$ cat src/rtl/dsp48a1_pkg.sv
// Shared types and constants for the DSP48A1 multiply-accumulate sequencer.
// Contents: FSM state enum, operand tag struct, slice opmode encodings,
// datapath widths and the opmode select helper.
package dsp48a1_pkg;

  localparam int unsigned A_W = 18;
  localparam int unsigned P_W = 48;

  // OPMODE = {pre-add ctl[7:4], Z[3:2], X[1:0]}
  localparam logic [7:0] OPM_FIRST = 8'h0D;  // X=M, Z=C: P = bias + a*b
  localparam logic [7:0] OPM_ACC   = 8'h09;  // X=M, Z=P: P += a*b
  localparam logic [7:0] OPM_HOLD  = 8'h08;  // X=0, Z=P: P holds

  typedef enum logic [1:0] {
    StIdle,
    StFeed,
    StDrain,
    StDone
  } state_e;

  typedef struct packed {
    logic valid;
    logic first;
    logic last;
  } tag_t;

  function automatic logic [7:0] sel_opmode(input logic valid, input logic first);
    if (!valid) begin
      return OPM_HOLD;
    end
    return first ? OPM_FIRST : OPM_ACC;
  endfunction

endpackage

$ cat src/rtl/dsp48a1_mac_sched_if.sv
// Job, operand-stream and result bundle of the MAC sequencer.
// master: producer/consumer side (drives start/len/bias, operands, res_ready).
// slave : sequencer side (drives busy, in_ready, res_valid, res_data).
interface dsp48a1_mac_sched_if
  import dsp48a1_pkg::*;
#(
  parameter int unsigned LEN_W = 8
) ();

  logic             start;
  logic [LEN_W-1:0] len;
  logic [P_W-1:0]   bias;
  logic             busy;

  logic             in_valid;
  logic             in_ready;
  logic [A_W-1:0]   in_a;
  logic [A_W-1:0]   in_b;

  logic             res_valid;
  logic             res_ready;
  logic [P_W-1:0]   res_data;

  modport master (
    output start, len, bias, in_valid, in_a, in_b, res_ready,
    input  busy, in_ready, res_valid, res_data
  );

  modport slave (
    input  start, len, bias, in_valid, in_a, in_b, res_ready,
    output busy, in_ready, res_valid, res_data
  );

endinterface

$ cat src/rtl/dsp_tag_pipe.sv
// Tag delay line tracking each operand pair through the DSP48A1 pipeline.
// Ports: CLK, RST (async active-high), tag_in (tag of the pair being registered
// onto dsp_a/dsp_b), opmode (slice opmode for the tag at stage OP_DLY),
// last_done (final-beat tag has reached stage LAT, i.e. its sum is on P).
module dsp_tag_pipe
  import dsp48a1_pkg::*;
#(
  parameter int unsigned OP_DLY = 1,
  parameter int unsigned LAT    = 3
) (
  input  logic       CLK,
  input  logic       RST,
  input  tag_t       tag_in,
  output logic [7:0] opmode,
  output logic       last_done
);

  // stage_q[0] is aligned with dsp_a/dsp_b; stage_q[k] lags it by k cycles.
  tag_t stage_q [LAT+1];

  always_ff @(posedge CLK or posedge RST) begin
    if (RST) begin
      for (int unsigned i = 0; i <= LAT; i++) begin
        stage_q[i] <= '0;
      end
    end else begin
      stage_q[0] <= tag_in;
      for (int unsigned i = 1; i <= LAT; i++) begin
        stage_q[i] <= stage_q[i-1];
      end
    end
  end

  assign opmode    = sel_opmode(stage_q[OP_DLY].valid, stage_q[OP_DLY].first);
  assign last_done = stage_q[LAT].valid && stage_q[LAT].last;

endmodule

$ cat src/rtl/dsp48a1_mac_sched.sv
// Sequencer driving one DSP48A1 slice as a signed multiply-accumulate engine.
// A job (start, len, bias) streams len operand pairs through bus.in_*; the
// result bias + sum(a*b) (mod 2^48) is returned on bus.res_*.
// Ports: CLK, RST (async active-high), bus (job/stream/result, slave side),
// dsp_* slice controls and operands, dsp_p slice P output.
module dsp48a1_mac_sched
  import dsp48a1_pkg::*;
#(
  parameter int unsigned LEN_W  = 8,
  parameter int unsigned OP_DLY = 1,
  parameter int unsigned LAT    = 3
) (
  input  logic                CLK,
  input  logic                RST,
  dsp48a1_mac_sched_if.slave  bus,
  output logic [A_W-1:0]      dsp_a,
  output logic [A_W-1:0]      dsp_b,
  output logic [A_W-1:0]      dsp_d,
  output logic [P_W-1:0]      dsp_c,
  output logic [7:0]          dsp_opmode,
  output logic                dsp_carryin,
  output logic                dsp_ce,
  output logic                dsp_rst,
  input  logic [P_W-1:0]      dsp_p
);

  state_e           state_q, state_d;
  logic [LEN_W-1:0] len_q;
  logic [LEN_W-1:0] cnt_q;
  logic [P_W-1:0]   res_data_q;
  logic             accept;
  logic             take_job;
  logic             last_done;
  logic             in_ready;
  logic             res_valid;
  tag_t             tag_in;

  assign accept   = bus.in_valid && (state_q == StFeed);
  assign take_job = bus.start && (state_q == StIdle);

  always_comb begin
    tag_in       = '0;
    tag_in.valid = accept;
    tag_in.first = accept && (cnt_q == '0);
    tag_in.last  = accept && (cnt_q == len_q - LEN_W'(1));
  end

  always_comb begin
    state_d   = state_q;
    in_ready  = 1'b0;
    res_valid = 1'b0;
    dsp_ce    = 1'b0;
    dsp_rst   = 1'b0;
    unique case (state_q)
      StIdle: begin
        dsp_rst = 1'b1;
        if (bus.start) begin
          state_d = (bus.len == '0) ? StDone : StFeed;
        end
      end
      StFeed: begin
        dsp_ce   = 1'b1;
        in_ready = 1'b1;
        if (accept && (cnt_q == len_q - LEN_W'(1))) begin
          state_d = StDrain;
        end
      end
      StDrain: begin
        dsp_ce = 1'b1;
        if (last_done) begin
          state_d = StDone;
        end
      end
      StDone: begin
        dsp_rst   = 1'b1;
        res_valid = 1'b1;
        if (bus.res_ready) begin
          state_d = StIdle;
        end
      end
      default: state_d = StIdle;
    endcase
  end

  always_ff @(posedge CLK or posedge RST) begin
    if (RST) begin
      state_q    <= StIdle;
      len_q      <= '0;
      cnt_q      <= '0;
      dsp_a      <= '0;
      dsp_b      <= '0;
      dsp_c      <= '0;
      res_data_q <= '0;
    end else begin
      state_q <= state_d;
      // Non-accept cycles feed zeros so bubbles contribute nothing.
      dsp_a   <= accept ? bus.in_a : '0;
      dsp_b   <= accept ? bus.in_b : '0;
      if (take_job) begin
        len_q <= bus.len;
        cnt_q <= '0;
        if (bus.len == '0) begin
          res_data_q <= bus.bias;
        end else begin
          dsp_c <= bus.bias;
        end
      end
      if (accept) begin
        cnt_q <= cnt_q + LEN_W'(1);
      end
      if ((state_q == StDrain) && last_done) begin
        res_data_q <= dsp_p;
      end
    end
  end

  dsp_tag_pipe #(
    .OP_DLY (OP_DLY),
    .LAT    (LAT)
  ) u_tag_pipe (
    .CLK       (CLK),
    .RST       (RST),
    .tag_in    (tag_in),
    .opmode    (dsp_opmode),
    .last_done (last_done)
  );

  assign dsp_d         = '0;
  assign dsp_carryin   = 1'b0;
  assign bus.busy      = (state_q != StIdle);
  assign bus.in_ready  = in_ready;
  assign bus.res_valid = res_valid;
  assign bus.res_data  = res_data_q;

endmodule

$ cat src/flat_wrapper.sv
// flat-port wrapper written by rule: the top's interface ports become plain ports
module dsp48a1_mac_sched_flat import dsp48a1_pkg::*;
#(
  parameter int unsigned LEN_W  = 8,
  parameter int unsigned OP_DLY = 1,
  parameter int unsigned LAT    = 3
)
  (CLK, RST, dsp_a, dsp_b, dsp_d, dsp_c, dsp_opmode, dsp_carryin, dsp_ce, dsp_rst, dsp_p, bus_start, bus_len, bus_bias, bus_in_valid, bus_in_a, bus_in_b, bus_res_ready, bus_busy, bus_in_ready, bus_res_valid, bus_res_data);
  dsp48a1_mac_sched_if #(.LEN_W(LEN_W)) bus_i ();
  input  logic CLK;
  input  logic RST;
  output logic [A_W-1:0] dsp_a;
  output logic [A_W-1:0] dsp_b;
  output logic [A_W-1:0] dsp_d;
  output logic [P_W-1:0] dsp_c;
  output logic [7:0] dsp_opmode;
  output logic dsp_carryin;
  output logic dsp_ce;
  output logic dsp_rst;
  input  logic [P_W-1:0] dsp_p;
  input wire logic [$bits(bus_i.start)-1:0] bus_start;
  input wire logic [$bits(bus_i.len)-1:0] bus_len;
  input wire logic [$bits(bus_i.bias)-1:0] bus_bias;
  input wire logic [$bits(bus_i.in_valid)-1:0] bus_in_valid;
  input wire logic [$bits(bus_i.in_a)-1:0] bus_in_a;
  input wire logic [$bits(bus_i.in_b)-1:0] bus_in_b;
  input wire logic [$bits(bus_i.res_ready)-1:0] bus_res_ready;
  output wire logic [$bits(bus_i.busy)-1:0] bus_busy;
  output wire logic [$bits(bus_i.in_ready)-1:0] bus_in_ready;
  output wire logic [$bits(bus_i.res_valid)-1:0] bus_res_valid;
  output wire logic [$bits(bus_i.res_data)-1:0] bus_res_data;
  assign bus_i.start = bus_start;
  assign bus_i.len = bus_len;
  assign bus_i.bias = bus_bias;
  assign bus_i.in_valid = bus_in_valid;
  assign bus_i.in_a = bus_in_a;
  assign bus_i.in_b = bus_in_b;
  assign bus_i.res_ready = bus_res_ready;
  assign bus_busy = bus_i.busy;
  assign bus_in_ready = bus_i.in_ready;
  assign bus_res_valid = bus_i.res_valid;
  assign bus_res_data = bus_i.res_data;
  dsp48a1_mac_sched #(.LEN_W(LEN_W), .OP_DLY(OP_DLY), .LAT(LAT)) u_core (.CLK(CLK), .RST(RST), .bus(bus_i), .dsp_a(dsp_a), .dsp_b(dsp_b), .dsp_d(dsp_d), .dsp_c(dsp_c), .dsp_opmode(dsp_opmode), .dsp_carryin(dsp_carryin), .dsp_ce(dsp_ce), .dsp_rst(dsp_rst), .dsp_p(dsp_p));
endmodule
$ cat config.mk
export PLATFORM = sky130hd
export DESIGN_NAME = dsp48a1_mac_sched_flat
export DESIGN_NICKNAME = d
export VERILOG_FILES = /design/src/rtl/dsp48a1_pkg.sv /design/src/rtl/dsp48a1_mac_sched_if.sv /design/src/rtl/dsp_tag_pipe.sv /design/src/rtl/dsp48a1_mac_sched.sv /design/src/flat_wrapper.sv
export SDC_FILE = /design/constraint.sdc
export NUM_CORES = 1
export LEC_CHECK = 0
export ABC_CLOCK_PERIOD_IN_PS = 11000
export CORE_AREA = 2 2 127 129
export DETAILED_ROUTE_END_ITERATION = 8
export DIE_AREA = 0 0 129 131
export GPL_TIMING_DRIVEN = 0
export PLACE_DENSITY = 0.83
export SKIP_LAST_GASP = 1
export SYNTH_ARGS = -nofsm -noshare
export SYNTH_HDL_FRONTEND = slang
export SYNTH_SLANG_ARGS = --single-unit
$ cat constraint.sdc
create_clock -name CLK -period 11 [get_ports CLK]
set_input_delay 2.2 -clock CLK [delete_from_list [all_inputs] [get_ports CLK]]
set_output_delay 2.2 -clock CLK [all_outputs]
set_load 0.03 [all_outputs]
==> results_dict.tcl <==
set metrics [dict create \
    status "completed" \
    avgViaCountPerCell 4.835 \
    cts-root-buf "clkbuf_16" \
    syn_inst 560 \
    setup_violations 0 \
    vias 5386 \
    synth-edff-count 0 \
    multi_input_area_sq_mm 0.002576 \
    cts_buffers 17 \
    drive_gt1_share_pct 15.03 \
    final-seq-area_sq_mm 0.004004 \
    grt_usage_pct 22.64 \
    cts_resized 0 \
    critical_path_required_ns 8.80 \
    grt_pass1_vias 5397 \
    finalHoldViolCount 0 \
    post-cts-setup-buffers 0 \
    period_minus_slack_ns 4.166 \
    worstSetupEndpointType "output port" \
    synth-seq-cells 160 \
    cts.clk_slew.worst_paths_ns 0.06 \
    drv_slew 0 \
    cts_tree "yes" \
    synth_common_cells "160 x dfrtp_1, 57 x nand2_1, 51 x mux2i_1" \
    synth_top_area_share_pct 57.93 \
    ys.flop_type "dfrtp_1" \
    postRouteAntennaNets 0 \
    grt_start_max_net_pins 106 \
    fillers 1144 \
    cp.arrival_ns 1.97 \
    avgSynthCellArea_sq_um 12.34 \
    grt_antenna_before_repair 0 \
    startpoint_type "flip-flop" \
    worstSetupPathType "reg2out" \
    drt_iter0_drc 192 \
    timing.fmax_ghz 0.2400 \
    totalWireLength_um 18990 \
    r2r_slack_ns 8.55 \
    gp_congestion 0.8186 \
    yosysMostFrequentCell "dfrtp_1" \
    start_util_pct 44.31 \
    max-cap-violations 0 \
    dieArea_sq_mm 0.01690 \
    async_flop_share_pct 100.0 \
    first_pass_iters 4 \
    p_leak_nw 5.184 \
    synth_area_leaders "dfrtp_1 58%, mux2i_1 7.4%, mux2_2 5.9%" \
    maxSlewHeadroom_pct 44.14 \
    path_max_fanout 4 \
    fin_worst_skew_ns 0.005461 \
    yosysWarningCount 0 \
    placement_rows 46 \
    die-width_um 129 \
    io_pins 309 \
    nets 1038 \
    synth_top_area_cell "dfrtp_1" \
    hold_ws_ns 0.3499 \
    ys_seq_area_share_pct 57.93 \
    hpwl_um 14360 \
    syn2layout_area_growth_pct 55.47 \
    ys_types 45 \
    vdd_drop_max_uv 209.2 \
    num_antenna_cells 0 \
    powerDensity_mw_per_mm2 230.7 \
    min_path_type "reg2reg" \
    coreArea_sq_mm 0.01560 \
    rsz0062_at_grt "false" \
    route.detailed.drc 0 \
    clock_sinks 160 \
    wl_per_cell_um 17.05 \
    grt_remaining_overflow 0 \
    fin_crit_sh_pct 37.87 \
    ctsHoldBuffers 0 \
    syn_area_sq_mm 0.006912 \
    cts_max_level 4 \
    grt_pass1_wl_um 28970 \
    numPortBuffers 282 \
    fin_setup_tns_ns 0 \
    worst_pin_slew_ns 0.8379 \
    clkLatencyLatePin_ns 0.42 \
    clockBufferDepth 2 \
    dieHeight_um 131 \
]
-- cells in the final DEF (no fill, tap or decap), types with 3 or more instances in the layout --
master           count
ha_1                 8
mux2_4              20
clkbuf_1            19
clkbuf_16           17
buf_2                4
nand4_1              3
nor2_1               8
a31oi_1              3
nand2b_1             3
inv_1               10
o31ai_1              3
xnor2_1              4
nor3_1               3
conb_1              25
dfrtp_1            160
and3_1              37
o21ai_0             16
a21oi_1              4
mux2_2              36
nand2_1             57
buf_6                7
buf_4               27
inv_6                4
xor2_1               5
o21ai_1             41
mux2i_1             51
clkinvlp_4           5
nand3_1              3
clkdlybuf4s50_1    282
bufinv_16            3
-- worst max-delay path: stages, from the launching register on --
cell             delay, ns
dfrtp_1               0.39
inv_1                 0.10
ha_1                  0.34
inv_1                 0.06
clkdlybuf4s50_1       0.66
-- flip-flops by register name, summed over array words and instances, names as in the netlist --
signal	cells
u_core.bus.res_data	48
u_core.len_q	8
u_core.dsp_c	48
u_core.u_tag_pipe.stage_q	10
u_core.state_q	2
u_core.dsp_a	18
u_core.cnt_q	8
u_core.dsp_b	18
-- where the power goes --
| part | total [mW] | leakage [nW] | internal (mW) | switching [mW] |
|---|---|---|---|---|
| clock network | 0.611 | 0.286 | 0.367 | 0.244 |
| registers | 0.827 | 1.98 | 0.738 | 0.0893 |
| logic | 1.04 | 2.92 | 0.491 | 0.549 |
-- layer usage --
metal / wire (um) / share of wire [%] / GRT usage, %
met5: 0 / 0 / 0
met2: 9820 / 52 / 39.31
met1: 7494 / 39 / 27.05
met3: 1272 / 6.7 / 6.596
met4: 406 / 2.1 / 7.928
-- path summary, 6_finish.rpt --
kind | start | end | cells past startpoint
max in group asynchronous | RST | u_core.bus.res_data[31] | 3
hold reg to reg | u_core.u_tag_pipe.stage_q[6] | u_core.u_tag_pipe.stage_q[3] | 0
setup / recovery | u_core.state_q[0] | dsp_rst | 4
setup reg to reg | u_core.state_q[0] | u_core.bus.res_data[15] | 7
min in group asynchronous | RST | u_core.dsp_b[2] | 2
hold / removal | u_core.u_tag_pipe.stage_q[6] | u_core.u_tag_pipe.stage_q[3] | 0
-- stage by stage --
step | util, % | instance area, sq um | total power [mW] | setup slack (ns) | instances
global placement | 64.70 | 10090 | 1.858 | 2.366 | 1081
floorplan | - | 6998 | 1.460 | 4.480 | 583
detailed placement | 64.92 | 10130 | 1.880 | 6.679 | 1082
CTS | 68.89 | 10750 | 2.496 | 6.809 | 1114
global route | 68.89 | 10750 | 2.600 | 6.748 | 1114
finish | 68.89 | 10750 | 2.479 | 6.834 | 1114
-- cell families (layout without fill, tap and decap cells) --
logic type,Yosys count,after routing,share of synthesized area (%)
flops,160,160,57.93
mux,107,107,17.60
simple gates,128,128,9.540
buf+inv,69,384,6.046
fa+ha+maj,8,8,1.448
xor+xnor,9,9,1.140
other cells,2,25,0.1087
compound gates,77,77,6.191
-- final cells by class --
type,instances,area share (%)
clock buffers,18,4.087
plain buffers,57,3.470
well taps,216,2.515
clock inverters,14,1.677
inverters,12,0.4891
repair buffers,283,26.53
flip-flops and latches,160,37.26
multi-input cells,354,23.98
(Power assumes the default switching activity.)
==> patch, RTL diff (same flow settings) <==
`LAT` is set to 3 in 3 places; all go to 6.
--- a/src/rtl/dsp_tag_pipe.sv
+++ b/src/rtl/dsp_tag_pipe.sv
@@ -7,5 +7,5 @@
 #(
   parameter int unsigned OP_DLY = 1,
-  parameter int unsigned LAT    = 3
+  parameter int unsigned LAT    = 6
 ) (
   input  logic       CLK,
--- a/src/rtl/dsp48a1_mac_sched.sv
+++ b/src/rtl/dsp48a1_mac_sched.sv
@@ -9,5 +9,5 @@
   parameter int unsigned LEN_W  = 8,
   parameter int unsigned OP_DLY = 1,
-  parameter int unsigned LAT    = 3
+  parameter int unsigned LAT    = 6
 ) (
   input  logic                CLK,
--- a/src/flat_wrapper.sv
+++ b/src/flat_wrapper.sv
@@ -4,5 +4,5 @@
   parameter int unsigned LEN_W  = 8,
   parameter int unsigned OP_DLY = 1,
-  parameter int unsigned LAT    = 3
+  parameter int unsigned LAT    = 6
 )
   (CLK, RST, dsp_a, dsp_b, dsp_d, dsp_c, dsp_opmode, dsp_carryin, dsp_ce, dsp_rst, dsp_p, bus_start, bus_len, bus_bias, bus_in_valid, bus_in_a, bus_in_b, bus_res_ready, bus_busy, bus_in_ready, bus_res_valid, bus_res_data);
Function: changed (a bounded check fails within 10 cycles, from zero or initial values and one cycle with RST high).
==> patch against the unedited design <==
  * Count of clock-buffer cells in the layout rose by 2
  * Power shrank 1.5%
  * Non-clock buffer count rose by 2
  * Routed wire length grew 0.90%
  * Synthesized area is 0.54% higher
  * Worst setup slack lost 0.10 ns
  * Combinational power down 5%
  * Sequential cell count is 6 higher
  * Cell area rose by 0.12%
==> patch: results (changes against the unedited design) <==
| Parameter | Value | Unit | vs unedited |
| --- | --- | --- | --- |
| Static leakage | 0.00517 | uW | -0.26% |
| Number of design-rule violations left by the first detailed-router iteration | 230 | - | +20% |
| Detailed placer's ending HPWL | 14400 | um | +0.65% |
| WP data arrival | 4.55 | ns | +2.58 ns |
| WL met2 | 9940 | um | +1.3% |
| CTS H-tree lvls | 4 | - | unchanged |
| Highest routed metal layer | met5 | - |  |
| # Post-CTS Setup Buffers | 0 | - | unchanged |
| Nets | 1040 | - | +0.19% |
| CP max FO | 10 | - | +6 |
| Vias in the first global route | 5407 | - | +0.19% |
| Top cells by instance count after synthesis | sky130_fd_sc_hd__dfrtp_1 (166), sky130_fd_sc_hd__nand2_1 (59), sky130_fd_sc_hd__mux2i_1 (51) | - |  |
| Share of synthesized flip-flops with an asynchronous set or reset | 100 | % | unchanged |
| Average wire length per cell after detail routing | 17.2 | um | +0.72% |
| Final weighted congestion in routability-driven placement | 0.824 | - | +0.66% |
| Slew at the pin with the worst max-slew slack | 0.828 | ns | -0.00955 ns |
| IR drop worst, VDD | 143 | uV | -32% |
| Number of CTS-inserted buffers | 17 | - | unchanged |
| Worst min-delay path category | flop to flop | - |  |
| Number of synthesis warnings | 0 | - | unchanged |
| Port buffer count | 282 | - | unchanged |
| Drt first pass iters | 4 | - | unchanged |
| Wire length of the first global-routing pass | 29200 | um | +0.98% |
| Met1 Wirelength | 7240 | um | -3.3% |
| Share of layout cells above drive strength 1 | 11.8 | % | -3.3 points |
| Worst-case clock skew | 0.0112 | ns | +0.00575 ns |
| WL met3 | 1750 | um | +38% |
| Worst skew pair latency | 0.42 | ns | about the same |
| Biggest area contributors in the synthesized netlist | sky130_fd_sc_hd__dfrtp_1 (60%), sky130_fd_sc_hd__mux2i_1 (7.3%), sky130_fd_sc_hd__mux2_2 (5.2%) | - |  |
| Total of cells resized after clock tree synthesis | 0 | - | unchanged |
| Number of antenna violations at the first check in global routing | 1 | - | +1 |
| Root buf cell | sky130_fd_sc_hd__clkbuf_16 | - |  |
| Register area share after synthesis | 59.8 | % | +1.8 points |
| Number of different library cells in the post-synthesis netlist | 45 | - | unchanged |
| Diode insertion count for antenna repair | 0 | - | unchanged |
| Bufs on Longest Clock Path | 2 | - | unchanged |
| Total routing resource utilization after global routing | 23.0 | % | +0.39 points |
| Clock transition at the registers of the reported paths | 0.06 | ns | about the same |
| Run status | complete, no violations | - |  |
| Maximum number of pins on one net before global-route repair | 91 | - | -14% |
| Via-to-Cell Ratio | 4.80 | - | -0.62% |
[patch: changes by cell type in the layout (fill, tap and decap cells not counted), sizes merged, moves of 4 or more]
cell / delta
clkinv: +6
clkinvlp: -4
dfrtp: +6
nand3: +6
clkbuf: +4
[patch: logic make-up after synthesis]
kind of cell	share of synthesized area, %
buf+inv	5.56
flops	59.8
fa+ha+maj	1.44
compound gates	6.00
simple gates	9.58
mux	16.4
other cells	0.108
xor+xnor	1.12
[patch: through the flow]
stage	hold slack [ns]	cells	instance area [um2]	setup WS [ns]	utilization (%)
after floorplan	0.331	585	7040	4.31	-
after global placement	0.331	1083	10100	2.14	64.9
after detailed placement	0.335	1084	10200	6.31	65.2
after CTS	0.349	1116	10800	6.73	69.0
after global routing	0.354	1116	10800	6.64	69.0
final	0.347	1116	10800	6.73	69.0
[patch: worst paths after layout]
path	from	end	slack (ns)	depth (start not counted)
max	bus_len[1]	u_core.dsp_c[2]	6.73	7
max in group asynchronous	RST	u_core.bus.res_data[43]	7.97	3
min	u_core.u_tag_pipe.stage_q[5]	u_core.u_tag_pipe.stage_q[2]	0.35	0
max reg2reg	u_core.state_q[0]	u_core.dsp_c[2]	8.41	7
min reg2reg	u_core.u_tag_pipe.stage_q[5]	u_core.u_tag_pipe.stage_q[2]	0.35	0
min in group asynchronous	RST	u_core.dsp_c[3]	2.22	2
[patch: final cells by class]
cell class	instances	area, um2
buffer	59	342
clock inverter	12	128
clock buffer	20	467
tap	216	270
inverter	12	52.6
timing repair buffer	283	2850
fill	1155	4840
multi-input combinational	348	2490
sequential	166	4150
[patch: routing by layer]
layer | vias up | global-route usage (%)
li1 | 2540 | -
met3 | 18 | 8.31
met1 | 2589 | 26.0
met4 | 2 | 6.14
met2 | 213 | 41.5
met5 | - | 0
[patch: report_power, final]
group	total [uW]	leakage, uW	switching [uW]	internal [uW]
combinational	993	0.00281	544	449
sequential	856	0.00206	91.7	764
clock	592	0.000296	240	352
total	2440	0.00517	876	1560
[patch: critical path: stages]
cell,delay [ns]
sky130_fd_sc_hd__clkdlybuf4s50_1,0.41
sky130_fd_sc_hd__or4_1,0.58
sky130_fd_sc_hd__nor2_1,0.23
sky130_fd_sc_hd__nor2_1,0.13
sky130_fd_sc_hd__buf_1,0.31
sky130_fd_sc_hd__buf_2,0.32
sky130_fd_sc_hd__mux2_1,0.36
